File: config.mk
export PLATFORM = sky130hd
export DESIGN_NAME = if_id_queue
export DESIGN_NICKNAME = d
export VERILOG_FILES = /design/src/rtl/if_id_queue.sv
export SDC_FILE = /design/constraint.sdc
export NUM_CORES = 1
export LEC_CHECK = 0
export CAP_MARGIN = 20
export CORE_MARGIN = 2
export CORE_UTILIZATION = 49
export DETAILED_ROUTE_END_ITERATION = 16
export GPL_TIMING_DRIVEN = 0
export PLACE_DENSITY_LB_ADDON = 0.05
export REMOVE_ABC_BUFFERS = 1
export SYNTH_ARGS = -nofsm -noshare
export SYNTH_HDL_FRONTEND = slang
export SYNTH_SLANG_ARGS = --single-unit
File: constraint.sdc
create_clock -name clk -period 3.46 [get_ports clk]
set_input_delay 0.346 -clock clk [delete_from_list [all_inputs] [get_ports clk]]
set_output_delay 0.346 -clock clk [all_outputs]
set_load 0.02 [all_outputs]
File: src/rtl/if_id_queue.sv
// IF/ID instruction queue: small FIFO of {pc, instr, pc+4} between fetch and decode.
// Optional fetch-stall counter enabled by macro IF_ID_QUEUE_STALL_STATS_EN.
module if_id_queue #(
   parameter  int DEPTH  = 4,
   localparam int ADDR_W = $clog2(DEPTH)
) (
   input  logic              clk,
   input  logic              reset,
   input  logic              flush,
   input  logic              in_valid,
   output logic              in_ready,
   input  logic [31:0]       in_pc,
   input  logic [31:0]       in_instr,
   input  logic [31:0]       in_pc_plus4,
   output logic              out_valid,
   input  logic              out_ready,
   output logic [31:0]       out_pc,
   output logic [31:0]       out_instr,
   output logic [31:0]       out_pc_plus4,
   output logic [ADDR_W:0]   count,
   output logic [31:0]       stall_count
);

   localparam logic [ADDR_W:0] FULL = (ADDR_W + 1)'(DEPTH);

   logic [95:0]       r_mem [DEPTH];
   logic [ADDR_W-1:0] r_wr_ptr;
   logic [ADDR_W-1:0] r_rd_ptr;
   logic [ADDR_W:0]   r_count;

   logic        w_in_ready;
   logic        w_out_valid;
   logic        w_push;
   logic        w_pop;
   logic [95:0] w_head;

   assign w_in_ready  = (r_count != FULL);
   assign w_out_valid = (r_count != '0);
   assign w_push      = in_valid && w_in_ready && !flush;
   assign w_pop       = w_out_valid && out_ready && !flush;
   assign w_head      = r_mem[r_rd_ptr];

   assign in_ready     = w_in_ready;
   assign out_valid    = w_out_valid;
   assign out_pc       = w_out_valid ? w_head[95:64] : 32'h0;
   assign out_instr    = w_out_valid ? w_head[63:32] : 32'h0;
   assign out_pc_plus4 = w_out_valid ? w_head[31:0]  : 32'h0;
   assign count        = r_count;

   // Storage write on push; contents are never reset since reads are masked when empty.
   always_ff @(posedge clk) begin
      if (reset && w_push) begin
         r_mem[r_wr_ptr] <= {in_pc, in_instr, in_pc_plus4};
      end
   end

   // Pointer and occupancy update; reset dominates flush, flush dominates push/pop.
   always_ff @(posedge clk) begin
      if (!reset || flush) begin
         r_wr_ptr <= '0;
         r_rd_ptr <= '0;
         r_count  <= '0;
      end else begin
         if (w_push) r_wr_ptr <= r_wr_ptr + ADDR_W'(1);
         if (w_pop)  r_rd_ptr <= r_rd_ptr + ADDR_W'(1);
         if (w_push && !w_pop)      r_count <= r_count + 1'b1;
         else if (w_pop && !w_push) r_count <= r_count - 1'b1;
      end
   end

`ifdef IF_ID_QUEUE_STALL_STATS_EN
   logic [31:0] r_stall_count;

   // Saturating count of cycles where fetch is blocked by a full queue.
   always_ff @(posedge clk) begin
      if (!reset) begin
         r_stall_count <= '0;
      end else if (in_valid && !w_in_ready && (r_stall_count != 32'hFFFF_FFFF)) begin
         r_stall_count <= r_stall_count + 32'd1;
      end
   end

   assign stall_count = r_stall_count;
`else
   assign stall_count = 32'h0;
`endif

endmodule

==> reports/metrics.csv, run 1 <==
metric,value,unit
minimum clock period,3.283,ns
# rows,64,
clock skew,0.01928,ns
Initial DRC Count,494,
clock sink total,393,
CP startpoint kind,register,
Detailed Route WL,28760,um
largest net degree at the start of global routing,75,
# IOs,234,
total CTS buffers,41,
GRT Residual Overflow,0,
final hold violation count,0,
internal power,8300,uW
"Req. time, crit path",3.11,ns
placer congestion estimate,0.7590,
Crit Path Category,reg2out,
syn_area_per_cell,21.95,sq um
die width,180.3,um
final non-filler cell total,1332,
Clk network pwr share,41.5,%
"Setup violations, final",0,
initial antenna violation count,2,
Peak supply drop,435.6,uV
Max-Cap Viols,0,
Syn Inst Count,694,
HP Class,in2reg,
DPL Wire Length,16500,um
RSZ-0062 raised after global routing,no,
Initial Util,49.79,%
vias per std cell,5.360,
slowest CP cell,dfxtp_4,
Seq cells post-synth,393,
DRC errors left,0,
core area,0.03059,sq mm
Layout fillers,2176,
worst skew pair latency,0.53,ns
Final nets,1017,
synthesized area,0.01523,sq mm
critical-path cell list,"buf_16, mux4_2, and2_1, clkdlybuf4s50_1",
die area,0.03251,sq mm
Netlist cell types,32,
fin crit share,94.90,%
htree depth,2,
Flop pwr share,51.1,%
via count,7140,
register area share after synthesis,76.89,%
worst reg2reg setup slack,1.00,ns
YS warnings,0,
proportion of layout cells with a drive suffix above 1,17.99,%
dpl ws,0.5881,ns
PwrDens,545.0,mW/mm^2
"Slew Viols, Final",0,
CTS Buffer Depth,3,
placed cells,1263,
CP endpoint kind,primary output,
Worst slew margin,39.63,%
setup ws final,0.1766,ns
Detail Route Antenna Nets,0,
outcome,finished clean,
Buffers on Ports,201,
# Post-CTS Setup Buffers,0,
router iterations before antenna repair,4,
hold_buf cts,0,
"Area growth, synth to finish",24.69,%
CTS resizes,0,
combinational share of power,7.4,%
sw frac,19.80,%
Root Driver,clkbuf_16,
max incr delay on CP,0.95,ns
DIE HEIGHT,180.3,um
Least-Margin Pin Slew,0.9056,ns
CTS tree,built,
Worst-path clk slew,0.06,ns
FMAX,304.6,MHz
P_sw,2050,uW
worst path arrival time,2.94,ns
all-layer global routing usage,17.89,%
worst-path fanout max,54,
WL/cell,21.59,um
vias in the first global route,7757,
"Core Util, Final",62.08,%
Leakage,0.006016,uW
first-pass GRT wire length,44200,um
-- worst max-delay path, delay by kind of cell (launching register included) --
kind / cells / cell delay [ns]
buffers and inverters: 2 / 0.95
flip-flops: 1 / 0.95
multiplexers: 1 / 0.33
AND/OR/NAND/NOR: 1 / 0.16
-- cell usage in the layout, fill, tap and decap left out, types with 2 or more instances in the layout --
cell type / instances
edfxtp_1: 384
clkdlybuf4s50_1: 201
mux4_2: 96
and2_1: 96
clkbuf_16: 43
conb_1: 32
clkbuf_1: 10
dfxtp_1: 7
buf_16: 7
nor2_1: 5
ha_1: 5
bufinv_16: 5
and3_4: 4
xor2_1: 4
clkinv_1: 4
inv_1: 3
diode_2: 2
nor2b_1: 2
a21oi_1: 2
dfxtp_4: 2
clkinv_2: 2
buf_12: 2
-- final cells by class --
| class | count | area (sq um) | share of cell area, % |
|---|---|---|---|
| sequential | 393 | 11720 | 61.71 |
| multi-input combinational | 261 | 3197 | 16.83 |
| timing repair buffer | 210 | 2245 | 11.82 |
| clock buffer | 54 | 1127 | 5.936 |
| tap | 396 | 495.5 | 2.609 |
| clock inverter | 13 | 191.4 | 1.008 |
| inverter | 3 | 11.26 | 0.05930 |
| antenna | 2 | 5.005 | 0.02635 |
-- synthesized netlist by cell type --
cell type / count / area (sq um)
a21o_1: 1 / 7.510
a21oi_1: 2 / 10.01
and2_1: 96 / 600.6
and2_4: 1 / 8.760
and3_1: 4 / 25.02
buf_12: 1 / 20.02
buf_2: 12 / 60.06
buf_4: 32 / 240.2
buf_6: 6 / 67.56
clkbuf_1: 16 / 60.06
clkbuf_2: 1 / 5.000
conb_1: 1 / 3.750
dfxtp_1: 9 / 180.2
edfxtp_1: 384 / 11530
fa_1: 1 / 20.02
ha_1: 5 / 62.56
inv_1: 3 / 11.26
mux2i_1: 1 / 10.01
mux4_2: 96 / 2162
nand2b_1: 1 / 6.260
nand3_1: 1 / 5.000
nand4_1: 1 / 6.260
nor2_1: 5 / 18.77
nor2b_1: 2 / 12.51
o21ai_0: 1 / 5.000
o311ai_0: 1 / 8.760
o31ai_1: 1 / 7.510
o31ai_2: 1 / 12.51
or2_2: 1 / 6.260
or3_1: 2 / 12.51
or3b_1: 1 / 8.760
xor2_1: 4 / 35.03
-- power by group through the flow --
stage / registers [uW] / logic [uW] / clock network [uW]
after floorplan: 5410 / 340 / 0
after global placement: 5420 / 738 / 0
after detailed placement: 5390 / 772 / 0
after CTS: 5290 / 775 / 4400
after global routing: 5290 / 814 / 4600
final: 5290 / 761 / 4290
-- registers in the layout (all words and copies together) (netlist names), named ones only --
register  flops
count         3
r_wr_ptr      2
r_rd_ptr      2
r_mem       384
-- per-layer routing --
metal / vias up / wire length (um) / track usage (%)
met3: 37 / 1835 / 4.305
met4: 0 / 472 / 4.419
met1: 3712 / 12050 / 23.67
met5: - / 0 / 0
li1: 3163 / - / -
met2: 228 / 14400 / 30.23
-- logic make-up after synthesis --
group / after synthesis / synth area share, %
other: 1 / 0.02462
XOR/XNOR: 4 / 0.2300
buffers and inverters: 71 / 3.048
AO/OA/AOI/OAI: 7 / 0.3368
adder cells (fa/ha/maj): 6 / 0.5422
multiplexers: 97 / 14.26
flip-flops: 393 / 76.89
AND/OR/NAND/NOR: 115 / 4.666
-- stage by stage --
step / instance area (sq um) / TNS, ns / total power, uW / hold WS, ns
floorplan: 14890 / -317.37 / 5749 / 0.4449
global placement: 17400 / -1301.24 / 6154 / 0.5079
detailed placement: 17670 / 0 / 6166 / 0.5162
CTS: 18990 / 0 / 10470 / 0.4351
global route: 18990 / 0 / 10710 / 0.4518
finish: 18990 / 0 / 10350 / 0.4514
-- worst paths after layout --
path | cells past startpoint | endpoint | from
worst max-delay path | 4 | out_instr[19] | register
worst min-delay path | 1 | r_mem[3][3]$_DFFE_PP_ | in_pc_plus4[3]
worst max register to register | 4 | r_mem[2][21]$_DFFE_PP_ | count[0]$_SDFFE_PP0P_
worst min register to register | 2 | register | r_rd_ptr[1]$_SDFFE_PP0P_
No activity file was read; power rests on OpenSTA's default activity.
==> inputs of run 2 (changes only) <==
REMOVE_ABC_BUFFERS = unset   (was 1)
==> run 2 against run 1 <==
  * Die area unchanged
  * Sequential share of layout area decreased by 0.65 points
  * Critical path depth increased by 1
  * Fmax increased by 2.2%
  * Utilization increased by 0.63 points
  * Critical path type unchanged
  * Clock-buffer cell count decreased by 6
  * Largest cell class unchanged
  * Non-clock buffer count increased by 62
  * Via count increased by 1.8%
  * Largest power group unchanged
  * Combinational power increased by 5.5%
==> reports/metrics.csv, run 2 (same netlist as run 1, synthesis figures left out) <==
metric,value,unit,change
hold path startpoint,in_pc_plus4[22],,
worst-path fanout max,10,,-81%
Worst R2R Start,count[0]$_SDFFE_PP0P_,,
hold_buf cts,0,,unchanged
CTS tree,built,,
PwrDens,520.8,mW/mm^2,-4.4%
"Slew Viols, Final",0,,unchanged
DRC errors left,0,,unchanged
Final nets,1079,,+6.1%
WL/cell,20.97,um,-2.9%
Peak supply drop,302.5,uV,-31%
Least-Margin Pin Slew,0.7841,ns,-0.1215 ns
core area,0.03059,sq mm,unchanged
minimum clock period,3.213,ns,-0.07024 ns
Reg2Reg Depth,6,,+2
GRT Residual Overflow,0,,unchanged
Detail Route Antenna Nets,0,,unchanged
fin crit share,92.87,%,-2.0 points
crit path from,count[0]$_SDFFE_PP0P_,,
RSZ-0062 raised after global routing,no,,
first-pass GRT wire length,45440,um,+2.8%
most frequent cells in the layout,"384 x edfxtp_1, 201 x clkdlybuf4s50_1, 96 x mux4_2, 96 x and2_1, 41 x clkbuf_16",,
die width,180.3,um,unchanged
RR Endpoint,r_mem[3][8]$_DFFE_PP_,,
clock sink total,393,,unchanged
proportion of layout cells with a drive suffix above 1,21.18,%,+3.2 points
CP endpoint kind,primary output,,
all-layer global routing usage,18.31,%,+0.42 points
setup ws final,0.2469,ns,+0.07024 ns
Worst Hold Path EP,r_mem[0][22]$_DFFE_PP_,,
CP startpoint kind,register,,
Crit Path Category,reg2out,,
Worst Hold Path Cells,1,,unchanged
placed inst area,0.01798,sq mm,+1.8%
final hold violation count,0,,unchanged
HP Class,in2reg,,
dpl ws,0.2383,ns,-0.3498 ns
Reg with most FFs,r_mem,,
Worst-path clk slew,0.06,ns,about the same
die area,0.03251,sq mm,unchanged
Root Driver,clkbuf_16,,
Initial DRC Count,456,,-7.7%
final hold slack,0.4558,ns,+0.004381 ns
Initial Util,49.79,%,unchanged
Tot Pwr,9989,uW,-3.5%
"Setup violations, final",0,,unchanged
worst reg2reg setup slack,0.95,ns,-0.05 ns
"Core Util, Final",62.71,%,+0.63 points
DIE HEIGHT,180.3,um,unchanged
router iterations before antenna repair,4,,unchanged
total CTS buffers,41,,unchanged
cell area after layout,0.01918,sq mm,+1.0%
"commonest non-fill, non-tap cell in the layout",edfxtp_1,,
Largest register FFs,384,,unchanged
Worst slew margin,47.72,%,+8.1 points
# IOs,234,,unchanged
Max-Cap Viols,0,,unchanged
vias in the first global route,8018,,+3.4%
initial antenna violation count,4,,+2
htree depth,2,,unchanged
worst skew pair latency,0.52,ns,about the same
FMAX,311.2,MHz,+2.2%
# Post-CTS Setup Buffers,0,,unchanged
vias per std cell,5.194,,-3.1%
via count,7266,,+1.8%
Buffers on Ports,201,,unchanged
Leakage,0.006203,uW,+3.1%
clock skew,0.01739,ns,-0.001897 ns
outcome,finished clean,,
placer congestion estimate,0.7339,,-3.3%
largest net degree at the start of global routing,54,,-28%
"Req. time, crit path",3.11,ns,about the same
Detailed Route WL,29340,um,+2.0%
CTS Buffer Depth,3,,unchanged
# rows,64,,unchanged
worst path arrival time,2.87,ns,-0.07 ns
"Area growth, synth to finish",25.94,%,
DPL Wire Length,18370,um,+11%
## run 2: changes by cell type in the layout (fill, tap and decap cells not counted), sizes merged
cell	delta
clkinvlp	+3
inv	-1
buf	+46
clkinv	+13
bufinv	-4
clkbuf	+10
## run 2: power breakdown
group / total, uW / internal (uW) / switching (uW)
Combinational: 803 / 405 / 398
Sequential: 5290 / 5270 / 13.5
Clock: 3900 / 2240 / 1660
Total: 9990 / 7920 / 2070
## run 2: worst max-delay path by stage
| stage | to | slack (ns) | cells past startpoint |
|---|---|---|---|
| after CTS | out_instr[24] | 0.18 | 5 |
| after floorplan | r_mem[0][0]$_DFFE_PP_ | 0.66 | 5 |
| after global routing | out_instr[24] | 0.04 | 5 |
| final | out_instr[24] | 0.25 | 5 |
| after detailed placement | out_instr[24] | 0.24 | 6 |
| after global placement | r_mem[0][2]$_DFFE_PP_ | -0.46 | 5 |
## run 2: worst max-delay path, stage by stage (launching register included)
cell and delay [ns]:
dfxtp_1 0.48, or3_4 0.31, clkbuf_2 0.29, clkbuf_1 0.41, and2_1 0.24, clkdlybuf4s50_1 0.61
## run 2: timing repair
action / in CTS / in global routing
hold endpoints to repair: 0 / 0
endpoints found under the setup margin: 30 / 0
gates resized for setup: 1 / 0
## run 2: cell type report
cell class | instances | area (sq um)
flip-flops and latches | 393 | 11710
fillers | 2176 | 11410
multi-input cells | 261 | 3197
repair buffers | 205 | 2122
clock buffers | 48 | 1052
well taps | 396 | 495.5
plain buffers | 67 | 449.2
clock inverters | 24 | 138.9
inverters | 3 | 11.26
diodes | 2 | 5.005
## run 2: stage by stage
stage               setup TNS (ns)  cells
global route                     0   1398
CTS                              0   1397
finish                           0   1399
floorplan                        0    725
detailed placement               0   1326
global placement           -172.87   1322
## run 2: layer usage
metal | GRT usage (%) | vias up | wire length, um
met4 | 4.839 | 4 | 573
met1 | 23.18 | 3699 | 11750
met2 | 32.17 | 220 | 15250
li1 | - | 3296 | -
met3 | 4.022 | 47 | 1732
met5 | 0 | - | 27
==> inputs of run 3 (changes only) <==
SKIP_CTS_REPAIR_TIMING = 1   (was unset)
==> run 3 against run 2 <==
  * Cell count stayed put
  * Final area stayed put
  * Sequential share of layout area stayed put
  * First-iteration DRC count is 4.2% lower
  * Largest cell class unchanged
  * Highest routed layer unchanged
==> reports/metrics.csv, run 3 (same netlist as run 1, synthesis figures left out) <==
metric,value,unit,change
vias per std cell,5.209,,+0.29%
Buffers on Ports,201,,unchanged
hold path startpoint,in_pc_plus4[22],,
Layout fillers,2176,,unchanged
"Req. time, crit path",3.11,ns,about the same
Worst slew margin,47.02,%,-0.71 points
"Setup violations, final",0,,unchanged
Detail Route Antenna Nets,0,,unchanged
PwrDens,520.7,mW/mm^2,about the same
worst-path fanout max,10,,unchanged
crit path from,count[0]$_SDFFE_PP0P_,,
Multi-input gate area,0.003197,sq mm,unchanged
Largest register FFs,384,,unchanged
CP startpoint kind,register,,
Peak supply drop,302.7,uV,about the same
"commonest non-fill, non-tap cell in the layout",edfxtp_1,,
WL/cell,20.93,um,-0.19%
placer congestion estimate,0.7339,,unchanged
Initial DRC Count,437,,-4.2%
htree depth,2,,unchanged
worst skew pair latency,0.52,ns,about the same
FMAX,312.4,MHz,+0.38%
"Slew Viols, Final",0,,unchanged
Initial Util,49.79,%,unchanged
die width,180.3,um,unchanged
Tot Pwr,9987,uW,about the same
vias in the first global route,8024,,+0.075%
Detailed Route WL,29280,um,-0.19%
Worst R2R Start,count[0]$_SDFFE_PP0P_,,
RSZ-0062 raised after global routing,no,,
final hold violation count,0,,unchanged
clock skew,0.01697,ns,-0.0004139 ns
Worst-path clk slew,0.06,ns,about the same
clock sink total,393,,unchanged
Leakage,0.006203,uW,unchanged
GRT Residual Overflow,0,,unchanged
"Core Util, Final",62.71,%,unchanged
Reg with most FFs,r_mem,,
# rows,64,,unchanged
first-pass GRT wire length,45460,um,about the same
Root Driver,clkbuf_16,,
initial antenna violation count,4,,unchanged
all-layer global routing usage,18.31,%,about the same
CTS tree,built,,
most frequent cells in the layout,"384 x edfxtp_1, 201 x clkdlybuf4s50_1, 96 x mux4_2, 96 x and2_1, 41 x clkbuf_16",,
# IOs,234,,unchanged
CP endpoint kind,primary output,,
minimum clock period,3.201,ns,-0.01230 ns
CTS Buffer Depth,3,,unchanged
total CTS buffers,41,,unchanged
proportion of layout cells with a drive suffix above 1,21.18,%,unchanged
Worst Hold Path Cells,1,,unchanged
fin crit share,92.51,%,-0.36 points
largest net degree at the start of global routing,54,,unchanged
DIE HEIGHT,180.3,um,unchanged
worst path arrival time,2.85,ns,-0.02 ns
Final nets,1079,,unchanged
"Area growth, synth to finish",25.94,%,unchanged
core area,0.03059,sq mm,unchanged
router iterations before antenna repair,5,,+1
Reg2Reg Depth,6,,unchanged
via count,7287,,+0.29%
storage element area,0.01171,sq mm,unchanged
Crit Path Category,reg2out,,
DRC errors left,0,,unchanged
HP Class,in2reg,,
DPL Wire Length,18370,um,unchanged
outcome,finished clean,,
Least-Margin Pin Slew,0.7948,ns,+0.01063 ns
final non-filler cell total,1399,,unchanged
placed cells,1326,,unchanged
Max-Cap Viols,0,,unchanged
die area,0.03251,sq mm,unchanged
## run 3: cell counts in the layout (fill, tap and decap cells not counted)
Identical to the previous run, type by type.
## run 3: path summary, 6_finish.rpt
path,endpoint,slack (ns)
worst max-delay path,out_instr[24],0.26
worst min-delay path,r_mem[0][22]$_DFFE_PP_,0.46
worst max register to register,r_mem[3][8]$_DFFE_PP_,0.94
worst min register to register,r_rd_ptr[1]$_SDFFE_PP0P_,0.54
## run 3: layout make-up
cell class,instances,share of cell area [%]
inverters,3,0.05870
plain buffers,67,2.342
multi-input cells,261,16.67
repair buffers,205,11.06
well taps,396,2.583
clock inverters,24,0.7240
flip-flops and latches,393,61.05
clock buffers,48,5.486
diodes,2,0.02609
## run 3: stage by stage
| stage | setup TNS [ns] | setup slack, ns | cell area [sq um] | hold WS (ns) |
|---|---|---|---|---|
| 6_report | 0 | 0.2592 | 19180 | 0.4557 |
| 5_1_grt | 0 | 0.04709 | 19180 | 0.4538 |
| 4_1_cts | -6.774 | -0.3261 | 19180 | 0.4364 |
| 3_5_place_dp | 0 | 0.2383 | 17980 | 0.5218 |
| 3_3_place_gp | -172.87 | -0.4650 | 17860 | 0.5104 |
| 2_1_floorplan | 0 | 0.6630 | 15350 | 0.4449 |
## run 3: worst max-delay path, cell delays in order, from the launching register on
cell	delay, ns
dfxtp_1	0.48
or3_4	0.31
clkbuf_2	0.29
clkbuf_1	0.41
and2_1	0.24
clkdlybuf4s50_1	0.61
## run 3: layer usage
layer | track usage, % | routed length (um)
met1 | 23.19 | 11670
met2 | 32.17 | 15250
met3 | 4.022 | 1762
met4 | 4.839 | 564
met5 | 0 | 27
## run 3: where the power goes
group	internal, uW	switching, uW	total, uW
clock	2240	1660	3900
sequential	5270	13.5	5290
combinational	405	398	803
